**config.mk**
```make
export PLATFORM = sky130hd
export DESIGN_NAME = board_state_controller_flat
export DESIGN_NICKNAME = d
export VERILOG_FILES = /design/src/rtl/board_state_controller_if.sv /design/src/rtl/board_state_controller.sv /design/src/flat_wrapper.sv
export SDC_FILE = /design/constraint.sdc
export NUM_CORES = 1
export LEC_CHECK = 0
export CAP_MARGIN = 20
export CORE_UTILIZATION = 45
export DETAILED_ROUTE_END_ITERATION = 7
export MAX_ROUTING_LAYER = met4
export PLACE_DENSITY = 0.72
export SYNTH_ARGS = -nofsm -noshare
export SYNTH_HDL_FRONTEND = slang
export SYNTH_SLANG_ARGS = --single-unit
```
**constraint.sdc**
```tcl
create_clock -name CLK -period 8.5 [get_ports CLK]
set_input_delay 1.7 -clock CLK [delete_from_list [all_inputs] [get_ports CLK]]
set_output_delay 1.7 -clock CLK [all_outputs]
set_load 0.02 [all_outputs]
```
**src/rtl/board_state_controller_if.sv**
```systemverilog
// Button pulses in, display codes and game status out, between the
// board-state engine (slave) and its surroundings (master).
interface board_state_controller_if;
  logic        BTN_UP;
  logic        BTN_DOWN;
  logic        BTN_LEFT;
  logic        BTN_RIGHT;
  logic        BTN_SELECT;
  logic [35:0] CONTROL_ARRAY;
  logic        CUR_PLAYER;
  logic [3:0]  MOVE_COUNT;
  logic        GAME_OVER;
  logic [1:0]  WINNER;

  modport master (
    output BTN_UP, BTN_DOWN, BTN_LEFT, BTN_RIGHT, BTN_SELECT,
    input  CONTROL_ARRAY, CUR_PLAYER, MOVE_COUNT, GAME_OVER, WINNER
  );

  modport slave (
    input  BTN_UP, BTN_DOWN, BTN_LEFT, BTN_RIGHT, BTN_SELECT,
    output CONTROL_ARRAY, CUR_PLAYER, MOVE_COUNT, GAME_OVER, WINNER
  );
endinterface

```
**src/rtl/board_state_controller.sv**
```systemverilog
// Tic-tac-toe game-state engine driving the VGA stage CONTROL_ARRAY.
// Define CURSOR_BLINK_EN to blink the cursor flag every BLINK_PERIOD clocks.
module board_state_controller #(
  parameter int CELL_W       = 4,
  parameter bit START_PLAYER = 1'b0,
  parameter int BLINK_PERIOD = 25_000_000
) (
  input logic                     CLK,
  input logic                     RESET,
  board_state_controller_if.slave bus
);

  typedef enum logic [1:0] {PLAY, CHECK, WIN, DRAW} state_t;

  localparam logic [1:0] CROSS = 2'b00;
  localparam logic [1:0] ZERO  = 2'b01;
  localparam logic [1:0] EMPTY = 2'b10;
  localparam logic [9*CELL_W-1:0] RESET_CTRL = 36'h2222A2222;

  // The display stage hard-codes a 4-bit cell code.
  if (CELL_W != 4 || BLINK_PERIOD < 1) begin : g_cfg_check
    $error("board_state_controller: CELL_W must be 4 and BLINK_PERIOD >= 1");
  end

  state_t               state_q, state_d;
  logic [8:0][1:0]      board_q, board_d;
  logic [8:0]           win_q, win_d;
  logic [1:0]           row_q, row_d;
  logic [1:0]           col_q, col_d;
  logic                 player_q, player_d;
  logic [3:0]           count_q, count_d;
  logic                 over_q, over_d;
  logic [1:0]           winner_q, winner_d;
  logic [9*CELL_W-1:0]  ctrl_q, ctrl_d;

  logic [3:0] cur_idx_q, cur_idx_d;
  logic [1:0] mark;
  logic [8:0] mine;
  logic       restart;
  logic       cursor_on;

`ifdef CURSOR_BLINK_EN
  localparam int BLINK_W = (BLINK_PERIOD > 1) ? $clog2(BLINK_PERIOD) : 1;
  logic [BLINK_W-1:0] blink_cnt_q, blink_cnt_d;
  logic               blink_phase_q, blink_phase_d;
`endif

  function automatic logic [3:0] cell_index(input logic [1:0] r, input logic [1:0] c);
    return ({2'b00, r} << 1) + {2'b00, r} + {2'b00, c};
  endfunction

  // Eight winning lines as cell masks: rows, columns, then both diagonals.
  function automatic logic [8:0] line_mask(input int k);
    case (k)
      0:       return 9'b000_000_111;
      1:       return 9'b000_111_000;
      2:       return 9'b111_000_000;
      3:       return 9'b001_001_001;
      4:       return 9'b010_010_010;
      5:       return 9'b100_100_100;
      6:       return 9'b100_010_001;
      7:       return 9'b001_010_100;
      default: return 9'b000_000_000;
    endcase
  endfunction

  assign cur_idx_q = cell_index(row_q, col_q);
  assign cur_idx_d = cell_index(row_d, col_d);

  always_comb begin
    state_d  = state_q;
    board_d  = board_q;
    win_d    = win_q;
    row_d    = row_q;
    col_d    = col_q;
    player_d = player_q;
    count_d  = count_q;
    over_d   = over_q;
    winner_d = winner_q;
    restart  = 1'b0;
    mark     = player_q ? ZERO : CROSS;
    mine     = '0;
    for (int j = 0; j < 9; j++) begin
      mine[j] = (board_q[j] == mark);
    end

    case (state_q)
      PLAY: begin
        if (bus.BTN_SELECT) begin
          if (board_q[cur_idx_q] == EMPTY) begin
            board_d[cur_idx_q] = mark;
            count_d            = count_q + 4'd1;
            state_d            = CHECK;
          end
        end else if (bus.BTN_UP) begin
          row_d = (row_q == 2'd0) ? 2'd2 : row_q - 2'd1;
        end else if (bus.BTN_DOWN) begin
          row_d = (row_q == 2'd2) ? 2'd0 : row_q + 2'd1;
        end else if (bus.BTN_LEFT) begin
          col_d = (col_q == 2'd0) ? 2'd2 : col_q - 2'd1;
        end else if (bus.BTN_RIGHT) begin
          col_d = (col_q == 2'd2) ? 2'd0 : col_q + 2'd1;
        end
      end
      CHECK: begin
        for (int k = 0; k < 8; k++) begin
          if ((mine & line_mask(k)) == line_mask(k)) begin
            win_d = win_d | line_mask(k);
          end
        end
        if (win_d != 9'd0) begin
          state_d  = WIN;
          over_d   = 1'b1;
          winner_d = player_q ? 2'b10 : 2'b01;
        end else if (count_q == 4'd9) begin
          state_d  = DRAW;
          over_d   = 1'b1;
          winner_d = 2'b11;
        end else begin
          player_d = ~player_q;
          state_d  = PLAY;
        end
      end
      WIN, DRAW: begin
        restart = bus.BTN_SELECT;
      end
      default: state_d = PLAY;
    endcase

    if (restart) begin
      state_d  = PLAY;
      board_d  = {9{EMPTY}};
      win_d    = '0;
      row_d    = 2'd1;
      col_d    = 2'd1;
      player_d = START_PLAYER;
      count_d  = '0;
      over_d   = 1'b0;
      winner_d = 2'b00;
    end

`ifdef CURSOR_BLINK_EN
    // Any cursor move or restart shows the cursor immediately for a full half-period.
    if (restart || (row_d != row_q) || (col_d != col_q)) begin
      blink_cnt_d   = '0;
      blink_phase_d = 1'b1;
    end else if (blink_cnt_q == BLINK_W'(BLINK_PERIOD - 1)) begin
      blink_cnt_d   = '0;
      blink_phase_d = ~blink_phase_q;
    end else begin
      blink_cnt_d   = blink_cnt_q + BLINK_W'(1);
      blink_phase_d = blink_phase_q;
    end
    cursor_on = blink_phase_d && ((state_d == PLAY) || (state_d == CHECK));
`else
    cursor_on = (state_d == PLAY) || (state_d == CHECK);
`endif

    ctrl_d = '0;
    for (int i = 0; i < 9; i++) begin
      ctrl_d[i*CELL_W +: CELL_W] = {cursor_on && (cur_idx_d == 4'(i)), win_d[i], board_d[i]};
    end
  end

  always_ff @(posedge CLK) begin
    if (RESET) begin
      state_q  <= PLAY;
      board_q  <= {9{EMPTY}};
      win_q    <= '0;
      row_q    <= 2'd1;
      col_q    <= 2'd1;
      player_q <= START_PLAYER;
      count_q  <= '0;
      over_q   <= 1'b0;
      winner_q <= 2'b00;
      ctrl_q   <= RESET_CTRL;
`ifdef CURSOR_BLINK_EN
      blink_cnt_q   <= '0;
      blink_phase_q <= 1'b1;
`endif
    end else begin
      state_q  <= state_d;
      board_q  <= board_d;
      win_q    <= win_d;
      row_q    <= row_d;
      col_q    <= col_d;
      player_q <= player_d;
      count_q  <= count_d;
      over_q   <= over_d;
      winner_q <= winner_d;
      ctrl_q   <= ctrl_d;
`ifdef CURSOR_BLINK_EN
      blink_cnt_q   <= blink_cnt_d;
      blink_phase_q <= blink_phase_d;
`endif
    end
  end

  assign bus.CONTROL_ARRAY = ctrl_q;
  assign bus.CUR_PLAYER    = player_q;
  assign bus.MOVE_COUNT    = count_q;
  assign bus.GAME_OVER     = over_q;
  assign bus.WINNER        = winner_q;

endmodule

```
**src/flat_wrapper.sv**
```systemverilog
// flat-port wrapper written by rule: the top's interface ports become plain ports
module board_state_controller_flat 
#(
  parameter int CELL_W       = 4,
  parameter bit START_PLAYER = 1'b0,
  parameter int BLINK_PERIOD = 25_000_000
)
  (CLK, RESET, bus_BTN_UP, bus_BTN_DOWN, bus_BTN_LEFT, bus_BTN_RIGHT, bus_BTN_SELECT, bus_CONTROL_ARRAY, bus_CUR_PLAYER, bus_MOVE_COUNT, bus_GAME_OVER, bus_WINNER);
  board_state_controller_if bus_i ();
  input logic CLK;
  input logic RESET;
  input wire logic [$bits(bus_i.BTN_UP)-1:0] bus_BTN_UP;
  input wire logic [$bits(bus_i.BTN_DOWN)-1:0] bus_BTN_DOWN;
  input wire logic [$bits(bus_i.BTN_LEFT)-1:0] bus_BTN_LEFT;
  input wire logic [$bits(bus_i.BTN_RIGHT)-1:0] bus_BTN_RIGHT;
  input wire logic [$bits(bus_i.BTN_SELECT)-1:0] bus_BTN_SELECT;
  output wire logic [$bits(bus_i.CONTROL_ARRAY)-1:0] bus_CONTROL_ARRAY;
  output wire logic [$bits(bus_i.CUR_PLAYER)-1:0] bus_CUR_PLAYER;
  output wire logic [$bits(bus_i.MOVE_COUNT)-1:0] bus_MOVE_COUNT;
  output wire logic [$bits(bus_i.GAME_OVER)-1:0] bus_GAME_OVER;
  output wire logic [$bits(bus_i.WINNER)-1:0] bus_WINNER;
  assign bus_i.BTN_UP = bus_BTN_UP;
  assign bus_i.BTN_DOWN = bus_BTN_DOWN;
  assign bus_i.BTN_LEFT = bus_BTN_LEFT;
  assign bus_i.BTN_RIGHT = bus_BTN_RIGHT;
  assign bus_i.BTN_SELECT = bus_BTN_SELECT;
  assign bus_CONTROL_ARRAY = bus_i.CONTROL_ARRAY;
  assign bus_CUR_PLAYER = bus_i.CUR_PLAYER;
  assign bus_MOVE_COUNT = bus_i.MOVE_COUNT;
  assign bus_GAME_OVER = bus_i.GAME_OVER;
  assign bus_WINNER = bus_i.WINNER;
  board_state_controller #(.CELL_W(CELL_W), .START_PLAYER(START_PLAYER), .BLINK_PERIOD(BLINK_PERIOD)) u_core (.CLK(CLK), .RESET(RESET), .bus(bus_i));
endmodule
```
Yosys cells after proc, flatten, opt, wreduce, memory -nomap -nowiden --
Cells that the tools add are included.
Storage, ports and cells: register bits 77, output and inout bits 44, logic and storage cells 184
Operators by class: add/sub/neg operators 9, magnitude comparators 2, eq/ne operators 33, mux-type cells 80, bitwise gates (word level) 19, reductions and logical operators 23
Operator list (count):
- $mux 9 | 42
- $and 9x9->9 | 8
- $eq 9x9->1 | 8
- $mux 18 | 4
- $or 9x9->9 | 8
- $mux 2 | 26
- $bwmux 18 | 1
- $eq 2x2->1 | 9
- $eq 4x3->1 const B | 4
- $eq 2x2->1 const B | 5
- $logic_and 1x1->1 | 10
- $reduce_bool 9->1 | 1
- $add 3x2->4 | 2
- $add 4x2->4 | 2
- $bmux 2 s4 | 1
- $demux 2 s4 | 1
- $eq 4x2->1 const B | 2
- $eq 4x4->1 const B | 2
- $logic_not 2->1 | 4
- $reduce_and 3->1 | 2
- $lt 4x5->1 const B | 1
- $add 2x1->2 const B | 2
- $add 4x1->4 const B | 1
- $eq 2x1->1 const B | 2
- other kinds (11) | 18

Logic depth before layout (Yosys ltp) --
Gate-level depths: netlist of run 1.
word-level depth 37, gate-level depth with buffers 16, gate-level depth less buffers 15

Worst setup path before layout of run 1 --
Ideal clock, no wire load.
path kind input-to-reg, from input port bus_BTN_SELECT, to register u_core.ctrl_q[23] (netlist: u_core.bus.CONTROL_ARRAY[23]), setup time 0.096 ns, arrival time 4.477 ns, required time 8.404 ns, slack 3.927 ns, cell stages on the path 12, path buffers 1, cell sequence or3_1 -> clkbuf_1 -> nor3_1 -> o221a_2 -> nand2_1 -> fa_1 -> inv_1 -> ha_1 -> fa_1 -> nor3_1 -> nand2_1 -> nor4b_1
Between the ends: word-level cells in the longest chain between the ends 7, elaborated cells on any way between the ends 17, classes of those cells add/sub (2); eq/ne (2); mux (10); reduce/logical (3)
Ends and longest elaborated chain:
- from (decl) | line flat_wrapper.sv:16 | input wire logic [$bits(bus_i.BTN_SELECT)-1:0] bus_BTN_SELECT;
- $mux 2 | line board_state_controller.sv:89 | if (bus.BTN_SELECT) begin
- $mux 2 | line board_state_controller.sv:87 | case (state_q)
- $mux 2 | line board_state_controller.sv:130 | if (restart) begin
- $add 3x2->4 | line board_state_controller.sv:49 | return ({2'b00, r} << 1) + {2'b00, r} + {2'b00, c};
- $add 4x2->4 | line board_state_controller.sv:49
- $eq 4x3->1 | line board_state_controller.sv:161 | ctrl_d[i*CELL_W +: CELL_W] = {cursor_on && (cur_idx_d == 4'(i)), win_d[i], board_d[i]};
- $logic_and 1x1->1 * | line board_state_controller.sv:161
- to (signal assigned) | line board_state_controller.sv:191 | ctrl_q <= ctrl_d;
- to (decl) | line board_state_controller.sv:34 | logic [9*CELL_W-1:0] ctrl_q, ctrl_d;
Every way passes the cells marked *; elsewhere a longest branch is shown, timed or not. A chain may end at the register's enable or synchronous reset.

Final worst setup path of run 1 --
from input port bus_BTN_SELECT, to register u_core.ctrl_q[11] (netlist: u_core.bus.CONTROL_ARRAY[11])
Between the ends: word-level cells in the longest chain between the ends 7, elaborated cells on any way between the ends 17, classes of those cells add/sub (2); eq/ne (2); mux (10); reduce/logical (3)
Ends and longest elaborated chain (line):
- $mux 2 | board_state_controller.sv:89
- $mux 2 | board_state_controller.sv:87
- $mux 2 | board_state_controller.sv:130
- $add 3x2->4 | board_state_controller.sv:49
- $add 4x2->4 | board_state_controller.sv:49
- $eq 4x2->1 | board_state_controller.sv:161
- $logic_and 1x1->1 * | board_state_controller.sv:161
Marked as above.

==> run_results.csv, run 1 <==
group,metric,value,unit
status,status,"finished, final reports clean",
synth,yosys.area.top_type,"dfxtp_1",
floorplanning,ios,51,
power_and_ir_drop,switching_share,40.8,%
power_and_ir_drop,p_per_area,235,mW/mm^2
flow_run,drv_cap,0,
sta,timing.hold.ws,0.504,ns
placed_design,io_buffer_count,50,
final_layout,diodes,0,
synth,yosysSeqAreaShare,37.9,%
synth,ys_async_sr_fraction,0,%
hold_path,hp-start,"u_core.bus.GAME_OVER",
route,drtIter0Drc,76,
clocking,cts_resized,0,
route,drt-total-wl,6590,microns
sta,maxSlewViolCount,0,
synth,ys_seq_elements,50,
clocking,cts_tree,"done",
route,via_count,2461,
setup_path,worst-setup-path-type,"in2reg",
route,post_drt_wl_per_cell,15.3,microns
synth,ys_types,52,
synth,yosys_warnings,0,
route,via_per_inst,5.71,
sta,rsz0062_at_grt,"false",
sta,skew,0.00768,ns
synth,syn-instance-count,314,
global_routing,grt_start_max_net_pins,24,
route,drtPass1Iterations,4,
clocking,clk_pin_slew,0.09,ns
synth,synth_top_area_share,37.9,%
route,ant_nets,0,
clocking,cts_root_buf,"clkbuf_8",
placed_design,gp_congestion,0.842,
floorplanning,die_w,78.6,microns
sta,tightest_slew,0.891,ns
sta,slew_headroom,40.6,%
placed_design,dp_worst_setup_slack,3.01,ns
floorplanning,fp-row-count,27,
clocking,cts_sinks,50,
global_routing,grt_usage,23.4,%
setup_path,r2r_end,"u_core.bus.CONTROL_ARRAY[11]",
setup_path,crit_arrival,5.39,ns
placed_design,hpwl,4830,microns
power_and_ir_drop,p_clk_share,18.0,%
synth,synth_nets,337,
global_routing,gr-total-overflow,0,
sta,setup_slack,3.31,ns
clocking,htreeDepth,2,
final_layout,final_util,58.8,%
hold_path,worstHoldPathCells,1,
power_and_ir_drop,ir_worst_vdd,133,uV
hold_path,hold_end,"u_core.bus.GAME_OVER",
power_and_ir_drop,power_leakage,1.21,nW
power_and_ir_drop,power_switching,314,uW
synth,synth_area_leaders,"dfxtp_1 (38%), ha_1 (5.7%), nor2_1 (5.5%), nand2_1 (4.4%), a21oi_1 (3.8%)",
power_and_ir_drop,internal_power,456,uW
power_and_ir_drop,combinationalPowerShare,43.3,%
sta,period_minus_slack,5.19,ns
sta,clock.fmax,193,MHz
sta,fin_crit_sh,61.0,%
setup_path,startpoint_type,"primary input",
floorplanning,die-height,78.6,microns
setup_path,r2r_start,"u_core.state_q[1]",
setup_path,cp.required,8.70,ns
synth,syn_area,0.00264,sq mm
synth,yosysMostFrequentCell,"dfxtp_1",
synth,synthFlopType,"dfxtp_1",
floorplanning,start_util,47.4,%
global_routing,grt_pass1_vias,2266,
synth,syn_area_per_cell,8.42,sq um
route,route.detailed.drc,0,
clocking,postCtsSetupBuffers,0,
clocking,numCtsBuffers,5,
setup_path,critPathMaxFanout,11,
sta,finalSetupViolCount,0,
global_routing,grt_pass1_wl,11100,microns
synth,synth_common_cells,"dfxtp_1 (50), nor2_1 (39), nand2_1 (31)",
sta,final-hold-violation-count,0,
clocking,cts_hold_buf,0,
hold_path,hold_path.class,"reg2reg",
clocking,clockBufferDepth,2,
synth,synth_edf_count,0,
final_layout,area_delta_synth_final,24.1,%
clocking,insertion_delay,0.30,ns
setup_path,regToRegSetupSlack,4.94,ns
floorplanning,dieArea,0.00618,sq mm
setup_path,reg2regPathDepth,10,
floorplanning,core,0.00557,sq mm
global_routing,antenna_found_initial,0,
final_layout,drive_gt1_share,5.57,%
sta,setup_tns,0,ns
setup_path,end_kind,"flip-flop",
power_and_ir_drop,share_seq_of_total_power,38.7,%
final_layout,nets,381,
-- cell families (layout without fill, tap and decap cells) --
logic type / count (synthesis) / after routing / share of synthesized area (%)
xor gates and xnor gates: 3 / 3 / 0.994
AOI/OAI and AO/OA: 77 / 77 / 21.4
adders and majority gates: 16 / 16 / 8.71
DFF: 50 / 50 / 37.9
buffers and inverters: 31 / 76 / 4.50
and+or+nand+nor: 137 / 137 / 26.5
-- layer usage --
layer / vias to the layer above / track usage, % / share of wire, %
li1: 1227 / - / -
met1: 1152 / 30.6 / 47
met5: - / - / 0
met4: 0 / 5.93 / 1.1
met3: 9 / 4.19 / 5.0
met2: 73 / 37.2 / 47
-- cell usage in the layout, fill, tap and decap left out, types with 2 or more instances in the layout --
| cell type | instances |
|---|---|
| dfxtp_1 | 50 |
| or2_2 | 3 |
| ha_1 | 12 |
| inv_1 | 16 |
| a31oi_1 | 6 |
| a211oi_1 | 10 |
| and2_1 | 3 |
| or4_1 | 2 |
| or3_1 | 9 |
| nand4_1 | 7 |
| nand3_1 | 9 |
| a2111oi_2 | 2 |
| clkbuf_8 | 5 |
| nor4_1 | 4 |
| o221a_1 | 2 |
| o21ai_1 | 2 |
| nor3_1 | 5 |
| nand2_1 | 31 |
| buf_4 | 2 |
| fa_1 | 4 |
| nor4b_1 | 3 |
| xor2_1 | 2 |
| nor2b_1 | 2 |
| o31ai_1 | 10 |
| a311oi_1 | 2 |
| o21ai_0 | 9 |
| a2111oi_1 | 2 |
| a21oi_1 | 20 |
| nor3b_1 | 5 |
| clkdlybuf4s50_1 | 50 |
| nor2_1 | 39 |
| nand2b_1 | 8 |
-- registers in the layout (all words and copies together), names as in the netlist --
register / flops
u_core.bus.MOVE_COUNT: 4
u_core.row_q: 2
u_core.bus.GAME_OVER: 1
u_core.win_q: 8
u_core.bus.CUR_PLAYER: 1
u_core.bus.CONTROL_ARRAY: 19
u_core.col_q: 2
u_core.bus.WINNER: 2
u_core.board_q: 9
u_core.state_q: 2
-- worst max-delay path by stage --
stage	slack, ns	start	endpoint	depth (start not counted)
4_1_cts	3.33	bus_BTN_SELECT	u_core.bus.CONTROL_ARRAY[11]	11
5_1_grt	3.02	bus_BTN_SELECT	u_core.bus.CONTROL_ARRAY[23]	12
2_1_floorplan	3.93	bus_BTN_SELECT	u_core.bus.CONTROL_ARRAY[23]	12
6_report	3.31	bus_BTN_SELECT	u_core.bus.CONTROL_ARRAY[11]	11
3_5_place_dp	3.01	bus_BTN_SELECT	u_core.bus.CONTROL_ARRAY[11]	11
3_3_place_gp	3.19	bus_BTN_SELECT	u_core.bus.CONTROL_ARRAY[23]	12
-- area by class of cell --
| cell class | instances | area (sq um) |
|---|---|---|
| Clock inverter | 3 | 21.3 |
| Tap cell | 72 | 90.1 |
| Fill cell | 518 | 2290 |
| Inverter | 16 | 60.1 |
| Multi-Input combinational cell | 233 | 1520 |
| Sequential cell | 50 | 1000 |
| Timing Repair Buffer | 52 | 515 |
| Clock buffer | 5 | 68.8 |
-- worst max-delay path, cell delays in order --
cell and delay, ns:
clkdlybuf4s50_1 0.58, or3_1 0.53, nor3_1 0.39, o221a_2 0.27, nand2_1 0.08, fa_1 0.54
inv_1 0.04, ha_1 0.20, fa_1 0.57, nor2_1 0.20, nor4b_1 0.28
-- stage by stage --
step                power [mW]  instance area, sq um  instances
detailed placement       0.633                  3190        423
finish                   0.770                  3280        431
global route             0.824                  3280        431
floorplan                0.528                  2640        314
CTS                      0.773                  3280        431
global placement         0.621                  3190        423
-- power groups by stage --
stage | logic, mW | registers (mW) | clock network [mW]
final | 0.334 | 0.298 | 0.139
after detailed placement | 0.330 | 0.303 | 0
after floorplan | 0.210 | 0.318 | 0
after CTS | 0.332 | 0.298 | 0.143
after global routing | 0.366 | 0.304 | 0.155
after global placement | 0.319 | 0.302 | 0
Power figures use the tool's default switching activity.
==> inputs of run 2 (changes only) <==
==> constraint.sdc (replaced) <==
create_clock -name CLK -period 5.3 [get_ports CLK]
set_input_delay 1.06 -clock CLK [delete_from_list [all_inputs] [get_ports CLK]]
set_output_delay 1.06 -clock CLK [all_outputs]
set_load 0.02 [all_outputs]
==> run 2 against run 1 <==
- clock skew is 0.0030 ns lower
- worst hold slack worse by 0.0061 ns
- via count is 0.16% higher
- register-to-register slack worse by 3.2 ns
==> run_results.csv, run 2 (synthesized netlist as in run 1, its figures left out) <==
group,metric,value,unit
status,status,"finished, final reports clean",
route,ant_nets,0,
sta,slew_headroom,38.4,%
placed_design,place_inst,423,
route,post_drt_wl_per_cell,15.4,microns
sta,tightest_slew,0.924,ns
placed_design,io_buffer_count,50,
clocking,cts_hold_buf,0,
sta,timing.hold.ws,0.498,ns
global_routing,grt_pass1_vias,2321,
global_routing,grt_usage,24.0,%
setup_path,slowest_stage,"clkdlybuf4s50_1",
setup_path,worst-setup-path-type,"in2reg",
clocking,numCtsBuffers,5,
sta,finalSetupViolCount,0,
flow_run,drv_cap,0,
placed_design,hpwl,4820,microns
final_layout,nets,381,
route,drtPass1Iterations,4,
clocking,cts_sinks,50,
sta,setup_tns,0,ns
clocking,clk_pin_slew,0.09,ns
placed_design,place_area,0.00319,sq mm
route,via_per_inst,5.72,
final_layout,largest_reg_flops,19,
clocking,cts_tree,"done",
route,drt-total-wl,6650,microns
final_layout,multi_input_area,0.00152,sq mm
floorplanning,core,0.00557,sq mm
final_layout,n_fill_cell,515,
setup_path,r2r_start,"u_core.state_q[1]",
sta,final-hold-violation-count,0,
sta,clock.fmax,220,MHz
setup_path,crit_arrival,4.76,ns
hold_path,hold_end,"u_core.bus.GAME_OVER",
setup_path,slowest_delay,0.59,ns
clocking,clockBufferDepth,2,
global_routing,grt_pass1_wl,11300,microns
route,drtIter0Drc,105,
sta,skew,0.00463,ns
setup_path,critPathMaxFanout,11,
final_layout,diodes,0,
sta,rsz0062_at_grt,"false",
global_routing,antenna_found_initial,0,
clocking,postCtsSetupBuffers,0,
final_layout,layout_common_cells,"clkdlybuf4s50_1 (50), dfxtp_1 (50), nor2_1 (39)",
clocking,cts_resized,0,
final_layout,stdcell_area,0.00328,sq mm
setup_path,cp.required,5.50,ns
global_routing,gr-total-overflow,0,
setup_path,path_common_cell,"fa_1",
clocking,insertion_delay,0.31,ns
floorplanning,die_w,78.6,microns
floorplanning,fp-row-count,27,
final_layout,drive_gt1_share,5.57,%
floorplanning,start_util,47.4,%
power_and_ir_drop,ir_worst_vdd,200,uV
sta,fin_crit_sh,86.0,%
placed_design,gp_congestion,0.843,
hold_path,hold_path.class,"reg2reg",
power_and_ir_drop,p_per_area,380,mW/mm^2
route,route.detailed.drc,0,
clocking,cts_root_buf,"clkbuf_8",
setup_path,reg2regPathDepth,10,
sta,period_minus_slack,4.56,ns
power_and_ir_drop,power_leakage,1.22,nW
clocking,htreeDepth,2,
floorplanning,ios,51,
setup_path,startpoint_type,"primary input",
setup_path,r2r_end,"u_core.bus.CONTROL_ARRAY[11]",
hold_path,hp-start,"u_core.bus.GAME_OVER",
route,via_count,2465,
floorplanning,dieArea,0.00618,sq mm
floorplanning,die-height,78.6,microns
final_layout,final_cell_count_no_fill,431,
sta,maxSlewViolCount,0,
setup_path,regToRegSetupSlack,1.75,ns
global_routing,grt_start_max_net_pins,24,
hold_path,worstHoldPathCells,1,
final_layout,area_delta_synth_final,24.3,%
setup_path,end_kind,"flip-flop",
final_layout,ff_latch_area,0.00100,sq mm
setup_path,path_cells,"clkdlybuf4s50_1, or3_1, nor3_1, o221a_2, nand2_1, fa_1, inv_1, ha_1, fa_1, nor2_1, nor4b_1",
## run 2: changes by cell type in the layout (fill, tap and decap cells not counted), sizes merged
cell    previous run  this run
clkbuf             5         6
clkinv             2         1
## run 2: final cells by class
cell class                      instances  share of cell area (%)
Clock buffer                            6                    2.51
Clock inverter                          2                   0.381
Inverter                               16                    1.83
Multi-Input combinational cell        233                    46.4
Sequential cell                        50                    30.5
Tap cell                               72                    2.74
Timing Repair Buffer                   52                    15.7
## run 2: power breakdown
part           switching (mW)  internal, mW  total (mW)  leakage, nW
clock network           0.131         0.105       0.237       0.0472
logic                   0.314         0.220       0.534        0.765
registers              0.0588         0.419       0.478        0.405
total                   0.504         0.744        1.25         1.22
## run 2: worst max path at each step
stage | start | endpoint | slack, ns | depth (start not counted)
3_3_place_gp | bus_BTN_SELECT | u_core.bus.CONTROL_ARRAY[23] | 0.63 | 12
2_1_floorplan | bus_BTN_SELECT | u_core.bus.CONTROL_ARRAY[23] | 1.37 | 12
3_5_place_dp | bus_BTN_SELECT | u_core.bus.CONTROL_ARRAY[11] | 0.45 | 11
5_1_grt | bus_BTN_SELECT | u_core.bus.CONTROL_ARRAY[23] | 0.41 | 12
4_1_cts | bus_BTN_SELECT | u_core.bus.CONTROL_ARRAY[11] | 0.77 | 11
6_report | bus_BTN_SELECT | u_core.bus.CONTROL_ARRAY[11] | 0.74 | 11
## run 2: worst max-delay path, delay by kind of cell
kind                     cells  cell delay, ns
AO/OA/AOI/OAI                1            0.28
adder cells (fa/ha/maj)      3            1.31
buffers and inverters        2            0.63
AND/OR/NAND/NOR              5            1.48
## run 2: metrics by stage
step,setup WS (ns),power [mW],util [%]
2_1_floorplan,1.37,0.847,-
3_5_place_dp,0.454,1.01,57.2
3_3_place_gp,0.628,0.995,57.2
6_report,0.745,1.25,58.9
5_1_grt,0.408,1.33,58.9
4_1_cts,0.769,1.25,58.9
## run 2: layer usage
metal	up-vias	global-route usage (%)	wire, microns
met3	9	4.07	378
met5	-	-	0
met1	1148	31.0	3050
met2	79	37.2	3110
li1	1229	-	-
met4	0	10.0	106
==> inputs of run 3 (changes only) <==
--- a/config.mk
+++ b/config.mk
@@ -6,10 +6,11 @@
 export NUM_CORES = 1
 export LEC_CHECK = 0
 export CAP_MARGIN = 20
-export CORE_UTILIZATION = 45
+export CORE_UTILIZATION = 50
 export DETAILED_ROUTE_END_ITERATION = 7
+export HOLD_SLACK_MARGIN = 0.08
 export MAX_ROUTING_LAYER = met4
-export PLACE_DENSITY = 0.72
+export PLACE_DENSITY = 0.78
 export SYNTH_ARGS = -nofsm -noshare
 export SYNTH_HDL_FRONTEND = slang
 export SYNTH_SLANG_ARGS = --single-unit
==> run 3 against run 2 <==
- register-to-register slack worse by 0.02 ns
- critical path depth up 1
- combinational power about the same
- sequential cell count unchanged
- worst hold slack worse by 0.016 ns
- via count up 0.41%
- first-iteration DRC count grew 35%
- maximum frequency grew 0.14%
- largest power group unchanged
- highest routed layer unchanged
==> run_results.csv, run 3 (synthesized netlist as in run 1, its figures left out) <==
group,metric,value,unit
final_layout,layout_common_cells,"clkdlybuf4s50_1 (50), dfxtp_1 (50), nor2_1 (39)",
clocking,clk_pin_slew,0.09,ns
setup_path,reg2regPathDepth,11,
global_routing,grt_pass1_wl,10300,microns
floorplanning,core,0.00511,sq mm
hold_path,hp-start,"u_core.bus.GAME_OVER",
floorplanning,dieArea,0.00558,sq mm
clocking,htreeDepth,2,
setup_path,crit_arrival,4.75,ns
setup_path,worst-setup-path-type,"in2reg",
global_routing,gr-total-overflow,0,
sta,slew_headroom,39.2,%
floorplanning,die-height,74.7,microns
power_and_ir_drop,power_leakage,1.21,nW
global_routing,antenna_found_initial,0,
floorplanning,fp-row-count,26,
setup_path,end_kind,"flip-flop",
hold_path,hold_path.class,"reg2reg",
sta,skew,0.0112,ns
clocking,cts_tree,"done",
sta,timing.hold.ws,0.482,ns
final_layout,diodes,0,
route,via_count,2475,
clocking,cts_sinks,50,
route,ant_nets,0,
sta,clock.fmax,220,MHz
hold_path,hold_end,"u_core.bus.GAME_OVER",
floorplanning,ios,51,
clocking,postCtsSetupBuffers,0,
floorplanning,die_w,74.7,microns
clocking,clockBufferDepth,2,
global_routing,grt_start_max_net_pins,24,
final_layout,largest_reg_flops,19,
setup_path,r2r_start,"u_core.state_q[1]",
sta,tightest_slew,0.913,ns
clocking,cts_hold_buf,0,
hold_path,worstHoldPathCells,1,
final_layout,drive_gt1_share,5.57,%
setup_path,regToRegSetupSlack,1.73,ns
setup_path,critPathMaxFanout,11,
clocking,cts_root_buf,"clkbuf_8",
clocking,numCtsBuffers,5,
route,via_per_inst,5.77,
placed_design,hpwl,4660,microns
route,drtIter0Drc,142,
power_and_ir_drop,p_per_area,377,mW/mm^2
placed_design,io_buffer_count,50,
sta,maxSlewViolCount,0,
clocking,insertion_delay,0.31,ns
global_routing,grt_usage,24.6,%
flow_run,drv_cap,0,
setup_path,startpoint_type,"primary input",
setup_path,r2r_end,"u_core.bus.CONTROL_ARRAY[23]",
placed_design,place_area,0.00318,sq mm
route,drt-total-wl,6430,microns
status,status,"finished, final reports clean",
setup_path,cp.required,5.50,ns
sta,finalSetupViolCount,0,
route,route.detailed.drc,0,
sta,period_minus_slack,4.55,ns
route,post_drt_wl_per_cell,15.0,microns
placed_design,gp_congestion,0.855,
final_layout,nets,381,
final_layout,area_delta_synth_final,24.0,%
power_and_ir_drop,ir_worst_vdd,244,uV
final_layout,stdcell_area,0.00328,sq mm
final_layout,n_fill_cell,465,
sta,rsz0062_at_grt,"false",
sta,final-hold-violation-count,0,
floorplanning,start_util,51.7,%
sta,fin_crit_sh,85.8,%
sta,setup_tns,0,ns
clocking,cts_resized,0,
global_routing,grt_pass1_vias,2135,
route,drtPass1Iterations,4,
run 3: changes by cell type in the layout (fill, tap and decap cells not counted):
cell / change
clkbuf_8: -1
clkinv_4: +1
run 3: through the flow:
stage	worst slack (ns)	power (mW)	utilization (%)	std cells
after floorplan	1.37	0.847	-	314
after detailed placement	0.484	1.01	62.2	420
after CTS	0.787	1.23	64.0	428
after global routing	0.508	1.31	64.2	429
final	0.751	1.23	64.2	429
after global placement	0.629	0.992	62.2	420
run 3: layout make-up:
class,instances,area (sq um),share of cell area (%)
clock buffer,5,68.8,2.10
clock inverter,3,21.3,0.649
inverter,16,60.1,1.83
multi-input combinational,233,1520,46.5
sequential,50,1000,30.5
tap,70,87.6,2.67
timing repair buffer,52,515,15.7
run 3: metal layers:
layer | track usage, % | share of wire, % | vias to the layer above
met5 | - | 0 | -
met4 | 5.87 | 0.75 | 0
met2 | 39.0 | 47 | 85
li1 | - | - | 1224
met3 | 3.88 | 5.5 | 5
met1 | 33.0 | 47 | 1161
run 3: critical path, cell delays in order:
cell and delay, ns:
clkdlybuf4s50_1 0.58, or3_1 0.53, nor3_1 0.35, o221a_2 0.27
nand2_1 0.08, fa_1 0.53, inv_1 0.04, ha_1 0.20
fa_1 0.47, nor3_1 0.27, nand2_1 0.11, nor4b_1 0.27
run 3: where the power goes:
group | switching [mW] | leakage, nW | internal, mW | total (mW)
Combinational | 0.316 | 0.765 | 0.220 | 0.536
Sequential | 0.0576 | 0.405 | 0.419 | 0.477
Clock | 0.129 | 0.0441 | 0.0929 | 0.222
Total | 0.503 | 1.21 | 0.732 | 1.23
run 3: how the worst max path moves through the flow:
stage                                         to  slack, ns  cells past startpoint      startpoint
floorplan           u_core.bus.CONTROL_ARRAY[23]       1.37                     12  bus_BTN_SELECT
global placement    u_core.bus.CONTROL_ARRAY[23]       0.63                     12  bus_BTN_SELECT
detailed placement  u_core.bus.CONTROL_ARRAY[23]       0.48                     12  bus_BTN_SELECT
CTS                 u_core.bus.CONTROL_ARRAY[23]       0.79                     12  bus_BTN_SELECT
global route        u_core.bus.CONTROL_ARRAY[23]       0.51                     12  bus_BTN_SELECT
finish              u_core.bus.CONTROL_ARRAY[23]       0.75                     12  bus_BTN_SELECT
